### config.mk
export PLATFORM = sky130hd
export DESIGN_NAME = am_lane_lock
export DESIGN_NICKNAME = d
export VERILOG_FILES = /design/src/rtl/am_lock_pkg.sv /design/src/rtl/am_match.sv /design/src/rtl/am_lane_lock.sv
export SDC_FILE = /design/constraint.sdc
export NUM_CORES = 1
export LEC_CHECK = 0
export CAP_MARGIN = 20
export CORE_MARGIN = 2
export CORE_UTILIZATION = 40
export DETAILED_ROUTE_END_ITERATION = 8
export GPL_ROUTABILITY_DRIVEN = 1
export PLACE_DENSITY = 0.86
export SLEW_MARGIN = 20
export SYNTH_ARGS = -nofsm -noshare
export SYNTH_HDL_FRONTEND = slang
export SYNTH_SLANG_ARGS = --single-unit
### constraint.sdc
create_clock -name clk -period 1.9 [get_ports clk]
set_clock_uncertainty 0.05 [all_clocks]
set_input_delay 0.285 -clock clk [delete_from_list [all_inputs] [get_ports clk]]
set_output_delay 0.285 -clock clk [all_outputs]
set_load 0.02 [all_outputs]
### src/rtl/am_lock_pkg.sv
// am_lock_pkg: shared constants and types for the per-lane alignment-marker lock.
// Holds sync-header codes, AM byte-field offsets, the marker type, the
// lock FSM state type and the 40G / 100G marker tables.
package am_lock_pkg;

    localparam logic [1:0] SYNC_CTRL = 2'b10;
    localparam logic [1:0] SYNC_DATA = 2'b01;

    // LSB positions of each marker byte inside a 66-bit block
    localparam int M0_LSB   = 2;
    localparam int M1_LSB   = 10;
    localparam int M2_LSB   = 18;
    localparam int BIP3_LSB = 26;
    localparam int M4_LSB   = 34;
    localparam int M5_LSB   = 42;
    localparam int M6_LSB   = 50;
    localparam int BIP7_LSB = 58;

    // The six fixed marker bytes; BIP3/BIP7 are not part of the identity
    typedef struct packed {
        logic [7:0] m0;
        logic [7:0] m1;
        logic [7:0] m2;
        logic [7:0] m4;
        logic [7:0] m5;
        logic [7:0] m6;
    } am_marker_t;

    typedef enum logic [1:0] {
        SEARCH  = 2'd0,
        CONFIRM = 2'd1,
        LOCKED  = 2'd2
    } am_state_t;

    // M4..M6 are always the bitwise inverse of M0..M2
    function automatic am_marker_t make_am(input logic [7:0] m0,
                                           input logic [7:0] m1,
                                           input logic [7:0] m2);
        am_marker_t r;
        r.m0 = m0;
        r.m1 = m1;
        r.m2 = m2;
        r.m4 = ~m0;
        r.m5 = ~m1;
        r.m6 = ~m2;
        return r;
    endfunction

    localparam am_marker_t AM_40G [4] = '{
        make_am(8'h90, 8'h76, 8'h47),
        make_am(8'hF0, 8'hC4, 8'hE6),
        make_am(8'hC5, 8'h65, 8'h9B),
        make_am(8'hA2, 8'h79, 8'h3D)
    };

    localparam am_marker_t AM_100G [20] = '{
        make_am(8'hC1, 8'h68, 8'h21),
        make_am(8'h9D, 8'h71, 8'h8E),
        make_am(8'h59, 8'h4B, 8'hE8),
        make_am(8'h4D, 8'h95, 8'h7B),
        make_am(8'hF5, 8'h07, 8'h09),
        make_am(8'hDD, 8'h14, 8'hC2),
        make_am(8'h9A, 8'h4A, 8'h26),
        make_am(8'h7B, 8'h45, 8'h66),
        make_am(8'hA0, 8'h24, 8'h76),
        make_am(8'h68, 8'hC9, 8'hFB),
        make_am(8'hFD, 8'h6C, 8'h99),
        make_am(8'hB9, 8'h91, 8'h55),
        make_am(8'h5C, 8'hB9, 8'hB2),
        make_am(8'h1A, 8'hF8, 8'hBD),
        make_am(8'h83, 8'hC7, 8'hCA),
        make_am(8'h35, 8'h36, 8'hCD),
        make_am(8'hC4, 8'h31, 8'h4C),
        make_am(8'hAD, 8'hD6, 8'hB7),
        make_am(8'h5F, 8'h66, 8'h2A),
        make_am(8'hC0, 8'hF0, 8'hE5)
    };

endpackage

### src/rtl/am_match.sv
// am_match: combinational compare of one 66-bit block against every marker
// of the selected table (40G for LANE_N=4, 100G for LANE_N=20). Produces a
// one-hot match vector, a hit flag and the encoded lane index.
module am_match
    import am_lock_pkg::*;
#(
    parameter int BLOCK_W = 66,
    parameter int LANE_N  = 4,
    parameter int LANE_W  = $clog2(LANE_N)
) (
    input  logic [BLOCK_W-1:0] block,
    output logic [LANE_N-1:0]  match,
    output logic               hit,
    output logic [LANE_W-1:0]  idx
);

    am_marker_t rx;
    logic       is_ctrl;
    logic       bip_unused;

    assign rx.m0   = block[M0_LSB +: 8];
    assign rx.m1   = block[M1_LSB +: 8];
    assign rx.m2   = block[M2_LSB +: 8];
    assign rx.m4   = block[M4_LSB +: 8];
    assign rx.m5   = block[M5_LSB +: 8];
    assign rx.m6   = block[M6_LSB +: 8];
    assign is_ctrl = (block[1:0] == SYNC_CTRL);

    // BIP bytes carry parity, not identity, so they never take part in the match
    assign bip_unused = ^{block[BIP3_LSB +: 8], block[BIP7_LSB +: 8]};

    for (genvar k = 0; k < LANE_N; k++) begin : g_lane
        am_marker_t ref_am;
        if (LANE_N == 20) begin : g_100g
            assign ref_am = AM_100G[k];
        end else begin : g_40g
            assign ref_am = AM_40G[k];
        end
        assign match[k] = is_ctrl && (rx == ref_am);
    end

    assign hit = |match;

    // One-hot to index; the marker tables guarantee at most one bit is set
    always_comb begin
        idx = '0;
        for (int k = 0; k < LANE_N; k++) begin
            if (match[k]) begin
                idx = idx | LANE_W'(k);
            end
        end
    end

endmodule

### src/rtl/am_lane_lock.sv
// am_lane_lock: alignment-marker lock for one RX PCS lane (40G or 100G).
// Finds a marker, confirms it one AM period later, then tracks markers with
// INV_AM_N-deep hysteresis before dropping lock.
// Optional build macro AM_ERR_CNT_EN adds a 16-bit saturating bad-AM counter
// output am_err_cnt_o that only nreset clears.
module am_lane_lock
    import am_lock_pkg::*;
#(
    parameter int BLOCK_W  = 66,
    parameter int LANE_N   = 4,
    parameter int GAP_N    = 16383,
    parameter int INV_AM_N = 4,
    parameter int LANE_W   = $clog2(LANE_N)
) (
    input  logic               clk,
    input  logic               nreset,
    input  logic               signal_ok_i,
    input  logic               valid_i,
    input  logic [BLOCK_W-1:0] block_i,
    output logic               slip_v_o,
    output logic               lock_v_o,
    output logic [LANE_W-1:0]  lane_o,
    output logic               am_v_o
`ifdef AM_ERR_CNT_EN
    ,
    output logic [15:0]        am_err_cnt_o
`endif
);

    localparam int CNT_W = $clog2(GAP_N + 1);
    localparam int INV_W = $clog2(INV_AM_N + 1);

    if (BLOCK_W != 66) begin : g_bad_block_w
        $error("am_lane_lock: BLOCK_W must be 66");
    end
    if (LANE_N != 4 && LANE_N != 20) begin : g_bad_lane_n
        $error("am_lane_lock: LANE_N must be 4 or 20");
    end

    logic [LANE_N-1:0] match;
    logic              hit;
    logic [LANE_W-1:0] hit_idx;

    am_match #(
        .BLOCK_W (BLOCK_W),
        .LANE_N  (LANE_N),
        .LANE_W  (LANE_W)
    ) u_match (
        .block (block_i),
        .match (match),
        .hit   (hit),
        .idx   (hit_idx)
    );

    am_state_t         state, state_nxt;
    logic [LANE_W-1:0] cand, cand_nxt;
    logic [CNT_W-1:0]  blk_cnt, cnt_nxt;
    logic [INV_W-1:0]  inv_cnt, inv_nxt;
    logic              lock_nxt;
    logic [LANE_W-1:0] lane_nxt;
    logic              slip_nxt;
    logic              am_v_nxt;
    logic              bad_am;
    logic              at_am;

    assign at_am = (blk_cnt == CNT_W'(GAP_N));

    // Next-state and next-output decode; signal loss overrides everything, stalls hold
    always_comb begin
        state_nxt = state;
        cand_nxt  = cand;
        cnt_nxt   = blk_cnt;
        inv_nxt   = inv_cnt;
        lock_nxt  = lock_v_o;
        lane_nxt  = lane_o;
        slip_nxt  = 1'b0;
        am_v_nxt  = 1'b0;
        bad_am    = 1'b0;
        if (!signal_ok_i) begin
            state_nxt = SEARCH;
            cnt_nxt   = '0;
            inv_nxt   = '0;
            lock_nxt  = 1'b0;
        end else if (valid_i) begin
            case (state)
                SEARCH: begin
                    cnt_nxt = '0;
                    if (hit) begin
                        cand_nxt  = hit_idx;
                        state_nxt = CONFIRM;
                    end
                end
                CONFIRM: begin
                    if (at_am) begin
                        cnt_nxt = '0;
                        if (match[cand]) begin
                            state_nxt = LOCKED;
                            lock_nxt  = 1'b1;
                            lane_nxt  = cand;
                            inv_nxt   = '0;
                        end else begin
                            slip_nxt  = 1'b1;
                            state_nxt = SEARCH;
                        end
                    end else begin
                        cnt_nxt = blk_cnt + 1'b1;
                    end
                end
                LOCKED: begin
                    if (at_am) begin
                        cnt_nxt  = '0;
                        am_v_nxt = 1'b1;
                        if (match[lane_o]) begin
                            inv_nxt = '0;
                        end else begin
                            bad_am = 1'b1;
                            if (inv_cnt == INV_W'(INV_AM_N - 1)) begin
                                inv_nxt   = '0;
                                lock_nxt  = 1'b0;
                                slip_nxt  = 1'b1;
                                state_nxt = SEARCH;
                            end else begin
                                inv_nxt = inv_cnt + 1'b1;
                            end
                        end
                    end else begin
                        cnt_nxt = blk_cnt + 1'b1;
                    end
                end
                default: begin
                    state_nxt = SEARCH;
                    cnt_nxt   = '0;
                    inv_nxt   = '0;
                    lock_nxt  = 1'b0;
                end
            endcase
        end
    end

    // State, counters and registered outputs
    always_ff @(posedge clk or negedge nreset) begin
        if (!nreset) begin
            state    <= SEARCH;
            cand     <= '0;
            blk_cnt  <= '0;
            inv_cnt  <= '0;
            lock_v_o <= 1'b0;
            lane_o   <= '0;
            slip_v_o <= 1'b0;
            am_v_o   <= 1'b0;
        end else begin
            state    <= state_nxt;
            cand     <= cand_nxt;
            blk_cnt  <= cnt_nxt;
            inv_cnt  <= inv_nxt;
            lock_v_o <= lock_nxt;
            lane_o   <= lane_nxt;
            slip_v_o <= slip_nxt;
            am_v_o   <= am_v_nxt;
        end
    end

`ifdef AM_ERR_CNT_EN
    logic [15:0] err_cnt;

    // Saturating bad-AM count; survives loss of lock, cleared only by reset
    always_ff @(posedge clk or negedge nreset) begin
        if (!nreset) begin
            err_cnt <= '0;
        end else if (bad_am && (err_cnt != 16'hFFFF)) begin
            err_cnt <= err_cnt + 16'd1;
        end
    end

    assign am_err_cnt_o = err_cnt;
`else
    logic bad_am_unused;
    assign bad_am_unused = bad_am;
`endif

endmodule

* Yosys cells after proc, flatten, opt, wreduce, memory -nomap -nowiden
Index checks and enable logic that the tools add are counted.
Operators by class: order comparisons 2, equal/unequal tests 17, add/subtract/negate cells 2, muxes and demuxes 48, reductions and logical operators 12
Operators by type and width (count):
- $eq 48x48->1 const B | 4
- $mux 14 | 4
- $mux 1 | 21
- $mux 3 | 7
- $mux 2 | 10
- $ne 3x3->1 const B | 6
- $add 14x1->14 const B | 1
- $eq 14x14->1 const B | 1
- $reduce_and 5->1 | 2
- $pmux 3 s3 | 1
- $reduce_and 7->1 | 1
- $lt 2x3->1 const B | 2
- $pmux 2 s3 | 1
- $reduce_and 6->1 | 1
- $bmux 1 s2 | 2
- $eq 2x2->1 const B | 2
- $logic_and 1x1->1 | 4
- $reduce_and 4->1 | 1
- $reduce_or 4->1 | 1
- $add 3x1->3 const B | 1
- $eq 3x2->1 const B | 1
- $pmux 1 s3 | 1
- $eq 2x1->1 const B | 1
- $logic_not 2->1 | 1
- 4 further kinds | 4
Word-level totals: word-level logic and storage cells 89, register bits after elaboration 26, input port bits 70, output and inout bits 5

* Logic depth before layout (Yosys ltp)
Gate-level depths: netlist of run 1.
word-level depth 9, depth in mapped cells 9, mapped depth without buffers 9

* By module
A second synthesis of run 1 with hierarchy kept.
Unflattened totals: cells, all modules 207, area total of the unflattened synthesis 1953.1 um^2
Modules (own cells, without submodules):
- am_lane_lock | times used 1, area an instance 1530.2 um^2, sequential area each 650.6 um^2, cells an instance 154
- am_match | times used 1, area an instance 422.9 um^2, sequential area each 0.0 um^2, cells an instance 53

* Least setup slack after synthesis of run 1
Ideal clock, no wire load.
kind input to register, start input block_i[55], end register lane_o[1], path slack -0.550 ns, path buffers 0, cell stages on the path 7, data required time 1.723 ns, setup time 0.127 ns, data arrival time 2.273 ns, cells stage by stage nor4b_2 -> nand3_1 -> or4_4 -> nor4_4 -> mux4_2 -> and3_4 -> mux2_1
Between the ends: cells in the longest elaborated chain, start to end 5, elaborated cells between the ends (all ways) 11, classes of those cells eq/ne: 4; mux: 2; reduce/logical: 5
RTL lines:
- start: declaration | line am_lane_lock.sv:19 | input logic [BLOCK_W-1:0] block_i,
- $eq 48x48->1 | line am_match.sv:39 | assign match[k] = is_ctrl && (rx == ref_am);
- $logic_and 1x1->1 | line am_match.sv:39
- $bmux 1 s2 (*) | line am_lane_lock.sv:96 | if (match[cand]) begin
- $mux 1 (implied by the code) (*) | line am_lane_lock.sv:96
- $reduce_and 5->1 (no source line) (*)
- end signal: assignment | line am_lane_lock.sv:157 | lane_o <= lane_nxt;
- end: declaration | line am_lane_lock.sv:22 | output logic [LANE_W-1:0] lane_o,
Every way passes the cells marked *; elsewhere a longest branch is shown, timed or not. The select of a mux whose other input is x is not followed. A chain may end at the register's enable or synchronous reset.

* Final worst setup path of run 1
start input block_i[52], end register lane_o[1]
Same word-level chain as after synthesis.

==> results.md, run 1 <==
- The register-to-register path setup slack is -290 ps.
- The worst ir drop on vdd is 260 uV.
- Walking the worst path, the cells encountered are clkdlybuf4s15_2 > and2b_2 > nand3_2 > or4_4 > nor4_4 > mux4_2 > and3_4 > mux2_4.
- The starting DRC count in detailed routing is 240.
- The number of instances in the synthesized netlist is 225.
- The post-CTS clock slew at the launch and capture registers of the worst setup and hold paths is 100 ps.
- The library cells used most frequently in the layout, excluding fill and tap cells, are sky130_fd_sc_hd__buf_4 (73), sky130_fd_sc_hd__nor2_1 (27), sky130_fd_sc_hd__dfrtp_1 (26).
- The area occupied by multi-input gates is 1660 um^2.
- The flow ran to the end, but the final reports show violations.
- Once detail routing completed, the nets flagged for antenna violations numbered 0.
- Of all nets on the critical path, the largest fanout is 2.
- The synthesized design contains 0 enable-type register cells.
- The warning count from the yosys run is 0.
- Registers take 651 um^2.
- The fraction of registers with async set or reset after synthesis is 100%.
- The repair_antennas step left the layout with diodes totalling 0.
- TritonCTS built the clock tree.
- The global placer's final weighted congestion is 0.864.
- The critical path buffer and inverter count is 1.
- The post-synth net total is 301.
- For this design the static power due to leakage is 1.66 nW.
- On the critical path, the stage with the largest delay is an instance of sky130_fd_sc_hd__or4_4.
- The HPWL after detailed placement is 4.76 mm.
- Entering global routing, the biggest net connects 27 pins.
- The global-route congestion overflow total is 0.
- The final layout contains 440 nets.
- In the routed design, unresolved DRC markers number 0.
- The starting density of the core is 41.7%.
- The all-layer global routing usage is 26.5%.
- The main flop type after synthesis is sky130_fd_sc_hd__dfrtp_1.
- The reported max-cap violation count is 0.
- The critical path crosses 8 cells after its start point.
- The wire length reported by the detailed router is 8.22 mm.
- In this run the deepest clock path goes through 2 buffers.
- The placement-stage worst setup slack is -1080 ps.
- The most common cell after layout, fill and taps aside is sky130_fd_sc_hd__buf_4.
- The origin of the worst setup path is block_i[52].
- In this design, the largest share of critical-path delay is due to simple AND/OR/NAND/NOR gates.
- The number of distinct library cells after synthesis is 50.
- The type of origin of the critical path is a primary input.
- The initial antenna violation count is 0.
- The actual slew at the worst max-slew pin is 405 ps.
- The first detailed-routing pass took 5 iterations.
- The later pin in the worst-skew pair is clocked with a latency of 270 ps.
- The worst setup path is captured at a register.
- CTS built an H-tree with a depth of 1.
- In this run the critical register-to-register path is captured at inv_cnt[1].
- Cells with a size suffix above 1 make up 48.2% of the layout.
- The setup path with the least slack is of type in -> reg.
- The row count is 25.
- The minimum setup slack in the final design is -436 ps.
- Averaged over all synthesized cells, the footprint is just under 9 um^2.
- The number of cell instances on the worst register-to-register path is 9.
- The critical path required time is 2010 ps.
- Setup repair after global routing could not meet its margin everywhere.
- For this block, the via count after detailed routing is 2,607.
- Fill cells in the final layout number 276.
- The final count of hold timing violations is 0.
- In the routed layout, each cell is associated on average with a via count of 6.06.
- The summed instance area of the synthesized netlist is 1970 um^2.
- The ratio of total power to cell area is around 330 nW/um^2.
- The area enclosed by the die boundary is 5500 um^2.
- The global-route wire length before repair is 11.5 mm.
- The core occupancy in the finished layout is 75.7%.
- The via count of the first global-routing pass was roughly 2,600.
- The worst slew slack as a fraction of its limit is 72.8%.
- The final period utilization is 123%.
- The sequential cell area fraction in the yosys report is 33.0%.
- In this run the clock root is driven by a sky130_fd_sc_hd__clkbuf_8.
- The number of buffers inserted during clock tree synthesis is 3.
- For this run, the slowest stage of the critical path takes 480 ps.
- The area growth from synthesis to final layout is 81.5%.
- Derived from the worst setup path, the maximum achievable clock frequency is approximately 0.43 GHz.
- The number of sinks handled by clock tree synthesis is 26.
- The number of max-slew violations in the final report is 0.
- The total area inside the core boundary comes to around 4700 um^2.
- The startpoint of the most critical register-to-register path is blk_cnt[1].
- The vertical die dimension is 74.2 um.
- The final reports fail on setup timing.
- The synthesized design contains 26 register bits.
- The endpoint of the worst setup timing path is lane_o[1].
- The number of buffers inserted by port buffering is 58.
- The number of hold buffers added after cts is 0.
- Pin placement for this block handled 75 I/O pins.
- In this run the worst hold path is classified as in -> async.
- The setup-violating endpoint count in the final report is 10.
- The data arrival time of the critical path is ~2500 ps.
- Dividing the detail-routed wire length by the instance count gives ~19 um.
- The minimum period implied by the final worst setup slack is around 2300 ps.
- Measured along the x axis, the die boundary spans 74.2 um.
[registers in the layout, summed over array words and instances, names as in the netlist]
register	count
inv_cnt	3
lock_v_o	1
am_v_o	1
blk_cnt	14
slip_v_o	1
lane_o	2
cand	2
state	2
[cells in the mapped netlist, types with 2 or more instances]
master	n	area share [%]
sky130_fd_sc_hd__nor2_1	29	5.5
sky130_fd_sc_hd__dfrtp_1	26	33
sky130_fd_sc_hd__nand2_1	20	3.8
sky130_fd_sc_hd__nand3_1	14	3.6
sky130_fd_sc_hd__inv_1	10	1.9
sky130_fd_sc_hd__nand4_1	9	2.9
sky130_fd_sc_hd__nor4_1	8	2.5
sky130_fd_sc_hd__o21ai_0	8	2.0
sky130_fd_sc_hd__a21oi_1	6	1.5
sky130_fd_sc_hd__ha_1	6	3.8
sky130_fd_sc_hd__nor4bb_1	6	3.0
sky130_fd_sc_hd__a31oi_1	5	1.6
sky130_fd_sc_hd__xor2_1	5	2.2
sky130_fd_sc_hd__and3_1	4	1.3
sky130_fd_sc_hd__nand4b_1	4	1.8
sky130_fd_sc_hd__nor4b_1	4	1.8
sky130_fd_sc_hd__xnor2_1	4	1.8
sky130_fd_sc_hd__and3b_1	3	1.3
sky130_fd_sc_hd__and4bb_2	3	1.9
sky130_fd_sc_hd__nand3b_1	3	1.1
sky130_fd_sc_hd__nor2b_1	3	0.95
sky130_fd_sc_hd__nor3_1	3	0.76
sky130_fd_sc_hd__or2_2	3	0.95
sky130_fd_sc_hd__or2b_2	3	1.3
sky130_fd_sc_hd__a21boi_0	2	0.76
sky130_fd_sc_hd__and2_2	2	0.76
sky130_fd_sc_hd__and2b_2	2	0.89
sky130_fd_sc_hd__and4b_1	2	1.0
sky130_fd_sc_hd__mux2_2	2	1.1
sky130_fd_sc_hd__mux2i_1	2	1.0
sky130_fd_sc_hd__nand2b_1	2	0.64
sky130_fd_sc_hd__nor3b_1	2	0.76
sky130_fd_sc_hd__o2bb2ai_1	2	0.89
sky130_fd_sc_hd__or3_1	2	0.64
[cell type report]
class | instances | area share (%)
inverter | 10 | 1.05
multi-input combinational | 188 | 46.5
clock buffer | 4 | 1.54
sequential | 26 | 18.2
timing repair buffer | 135 | 30.4
tap | 67 | 2.35
[metrics by stage]
stage | TNS (ps) | total power, W | instances | hold WS (ps) | instance area, um^2
final | -3650 | 0.00118 | 430 | 325 | 3570
after global routing | -4580 | 0.00122 | 430 | 355 | 3570
after global placement | -10740 | 0.000793 | 406 | 429 | 3070
after CTS | -2290 | 0.00115 | 423 | 332 | 3360
after floorplan | -2960 | 0.000612 | 225 | -60.6 | 1980
after detailed placement | -11240 | 0.000801 | 406 | 438 | 3070
[logic make-up (layout without fill, tap and decap cells)]
| group | after synthesis | in the layout | share of synthesized area, % |
|---|---|---|---|
| xor gates and xnor gates | 9 | 9 | 4.00 |
| muxes | 6 | 6 | 3.88 |
| buffers and inverters | 11 | 149 | 2.29 |
| adders and majority gates | 6 | 6 | 3.81 |
| and+or+nand+nor | 139 | 139 | 43.7 |
| DFF | 26 | 26 | 33.0 |
| AOI/OAI and AO/OA | 28 | 28 | 9.28 |
[per-layer routing]
metal	vias up	global-route usage, %	part of all wire, %
met4	0	11.5	3.7
met2	175	47.9	51
met3	39	2.44	6.3
met5	-	0	0
li1	1112	-	-
met1	1281	32.0	39
[repair_timing]
| action | in CTS | in global routing |
|---|---|---|
| pin swaps | 38 | 27 |
| buffers inserted | 13 | 7 |
| cloned | 0 | 0 |
| resized for setup | 134 | 70 |
| setup endpoints to repair | 23 | 24 |
[power by group]
part                    switching [W]  internal [W]
combinational                0.000116      0.000143
sequential     0.00000000000000000111      0.000553
clock                        0.000182      0.000185
[how the worst min path moves through the flow]
stage                           from         end  slack, ps  depth (start not counted)
after floorplan               nreset      am_v_o        -60                          0
after global placement    inv_cnt[1]  inv_cnt[1]        430                          1
after detailed placement  inv_cnt[1]  inv_cnt[1]        440                          1
after CTS                     nreset  blk_cnt[5]        330                          2
after global routing          nreset  blk_cnt[5]        360                          2
final                         nreset  blk_cnt[9]        320                          2
(Power assumes the default switching activity.)
==> inputs of run 2 (changes only) <==
--- a/config.mk
+++ b/config.mk
@@ -15,3 +15,4 @@
 export SYNTH_ARGS = -nofsm -noshare
 export SYNTH_HDL_FRONTEND = slang
 export SYNTH_SLANG_ARGS = --single-unit
+export TNS_END_PERCENT = 20
==> run 2 against run 1 <==
The run still ends with setup timing left; combinational power shrank 11%; sequential share of layout area increased by 1.1 points; worst hold slack got worse by 19 ps; wire length down 18%; cell count shrank 1.4%; core utilization fell by 4.3 points; register-to-register slack better by 20 ps; first-iteration DRC count is 28% lower; critical path depth shrank 1; count of clock-buffer cells in the layout down 1; sequential power about the same; critical path type unchanged; highest routed layer unchanged.
==> results.md, run 2 (same netlist as run 1, synthesis figures left out) <==
- The fraction of power spent switching nets is 23.0%.
- Entering global routing, the biggest net connects 27 pins.
- The worst-case clock buffer depth is 2.
- The top register by number of flip-flops is blk_cnt.
- Setup repair after global routing could not meet its margin everywhere.
- In this run the number of H-tree levels came out at 1.
- The critical path required time is 2030 ps.
- The most common cell after layout, fill and taps aside is sky130_fd_sc_hd__buf_4.
- The first global-routing pass estimated 10.4 mm of wire.
- The clock reaches the later pin of the worst-skew pair after 280 ps.
- The largest registers in the layout are blk_cnt (14), inv_cnt (3).
- The number of hold buffers added after cts is 0.
- The worst slew slack as a fraction of its limit is between 70% and 80%.
- The post-CTS clock slew at the launch and capture registers of the worst setup and hold paths is 90 ps.
- The worst setup path is captured at a register.
- The final count of hold timing violations is 0.
- During placement, the flow inserted port buffers numbering 58.
- The detailed router finished its first iteration with 174 violations.
- The average via count per standard cell is around 5.5.
- The minimum setup slack in the final design is -400 ps.
- In this run the remaining antenna-violating nets after routing total 0.
- Detailed placement ended at an HPWL of 4.81 mm.
- Of the cells placed in the final design, the portion with a size suffix greater than 1 is 41.5%.
- In this run the power density over the cells is 372 nW/um^2.
- The floorplan step defined a core boundary enclosing about 4700 um^2.
- The count of pins on the block boundary is 75.
- The flow ran to the end, but the final reports show violations.
- For the pin with the worst max-slew slack, the measured transition is approximately 330 ps.
- The area enclosed by the die boundary is ~5500 um^2.
- Compared with the post-synthesis result, the final layout area differs by 71.3%.
- For this run, design rule violations remaining after detail routing come to 0.
- Buffers inserted during clock tree synthesis total 3.
- The total internal power is 0.000968 W.
- The worst setup path is launched from a primary input.
- The power share of the combinational group is 18.4%.
- Sequential cells burn a little over two fifths of the power.
- At the end of routability-driven placement, the weighted congestion stood at 0.850.
- The number of optimization iterations in the first detailed-route pass is 4.
- The minimum period implied by the final worst setup slack is 2300 ps.
- The core occupancy in the finished layout is 71.4%.
- In the layout the commonest cells are sky130_fd_sc_hd__buf_4 (68), sky130_fd_sc_hd__nor2_1 (27), sky130_fd_sc_hd__dfrtp_1 (26).
- The tightest min-delay check is of the in -> async type.
- The biggest fanout along the worst timing path is 2.
- The vertical die dimension is 74.2 um.
- The total overflow left after global routing is 0.
- The initial antenna violation count was 0.
- For this run, the top clock speed supported by timing is 0.435 GHz.
- 0 antenna diodes ended up in the layout.
- The number of max-slew violations in the final report is 0.
- Across all hold checks on the routed design, the worst slack comes to 306 ps.
- The root buffer cell is sky130_fd_sc_hd__clkbuf_8.
- Of the available clock period, the critical path in the final layout requires 121%.
- The final reports fail on setup timing.
- The initial utilization of the core area, before any placement, comes to 41.7%.
- Of the total power, the clock network draws a little under two fifths.
- For the worst setup path, the data arrival time is about 2400 ps.
- The reported max-cap violation count is 0.
- The row count is 25.
- In this run the power spent charging and discharging nets is between 0.0002 and 0.0003 W.
- The wire length reported by the detailed router is 6.74 mm.
- Setup violations remaining at the end of the flow were counted as 10.
- In the final design database the tool counted 434 nets.
- The via count of the first global-routing pass came to around 2,300.
- The total vias in the final route is 2,327.
- The leakage dissipation is 1.55 nW.
- After layout, the design draws a total of 0.00126 W.
- TritonCTS built the clock tree.
- The worst ir drop on vdd is 316 uV.
- The critical path class is in -> reg.
- The number of sinks handled by clock tree synthesis is 26.
- The register with the most flip-flops in the layout has 14 of them.
- The horizontal extent of the die is 74.2 um.
- The all-layer global routing usage is 24.0%.
- Dividing the detail-routed wire length by the instance count gives 15.9 um.
==> run 2: cell types whose count changed in the layout (fill, tap and decap cells not counted), sizes merged <==
cell,before,now
buf,87,81
bufinv,0,1
clkdlybuf4s15,11,6
clkbuf,15,12
dlygate4sd2,18,25
==> run 2: cell type report <==
cell class	instances	area [um^2]
timing repair buffer	129	1010
multi-input combinational	188	1520
fill	336	1350
tap	67	83.8
clock inverter	1	30.0
clock buffer	3	41.3
sequential	26	651
inverter	10	37.5
==> run 2: worst paths after layout <==
check	slack, ps	start	cells past startpoint	endpoint
setup / recovery	-400	block_i[49]	7	lane_o[1]
hold / removal	310	nreset	2	blk_cnt[10]
setup reg to reg	-270	blk_cnt[6]	8	inv_cnt[0]
hold reg to reg	470	inv_cnt[1]	1	inv_cnt[1]
max in group asynchronous	1240	nreset	2	cand[1]
min in group clk	470	inv_cnt[1]	1	inv_cnt[1]
==> run 2: per-layer routing <==
metal | vias up | part of all wire [%] | GRT usage, %
met1 | 1112 | 41 | 30.7
met3 | 14 | 6.4 | 4.20
met4 | 0 | 1.6 | 4.24
met5 | - | 0 | 0
met2 | 98 | 51 | 42.9
li1 | 1103 | - | -
==> run 2: stage by stage <==
stage,area (um^2),setup slack (ps),std cells,setup TNS (ps)
after floorplan,1980,-430,225,-2960
after global placement,3110,-1010,412,-10270
final,3370,-400,424,-3000
after CTS,3260,-378,420,-2870
after detailed placement,3110,-1070,412,-11380
after global routing,3370,-446,424,-4140
==> run 2: worst max-delay path, cell delays in order <==
cell and delay [ps]:
sky130_fd_sc_hd__dlygate4sd2_1 250, sky130_fd_sc_hd__nand4b_1 170, sky130_fd_sc_hd__or4_4 520, sky130_fd_sc_hd__nor4_4 340
sky130_fd_sc_hd__mux4_2 340, sky130_fd_sc_hd__and3_4 210, sky130_fd_sc_hd__mux2_4 300
==> run 2: power by group through the flow <==
stage / clock [W] / sequential, W / combinational (W)
finish: 0.000472 / 0.000553 / 0.000232
global route: 0.000504 / 0.000553 / 0.000249
CTS: 0.000468 / 0.000553 / 0.000217
detailed placement: 0 / 0.000564 / 0.000239
global placement: 0 / 0.000564 / 0.000232
floorplan: 0 / 0.000564 / 0.0000480
==> run 2: repair_timing <==
action,in CTS,in global routing
pin swaps,30,22
resized for setup,121,37
setup endpoints to repair,23,23
buffers inserted,4,4
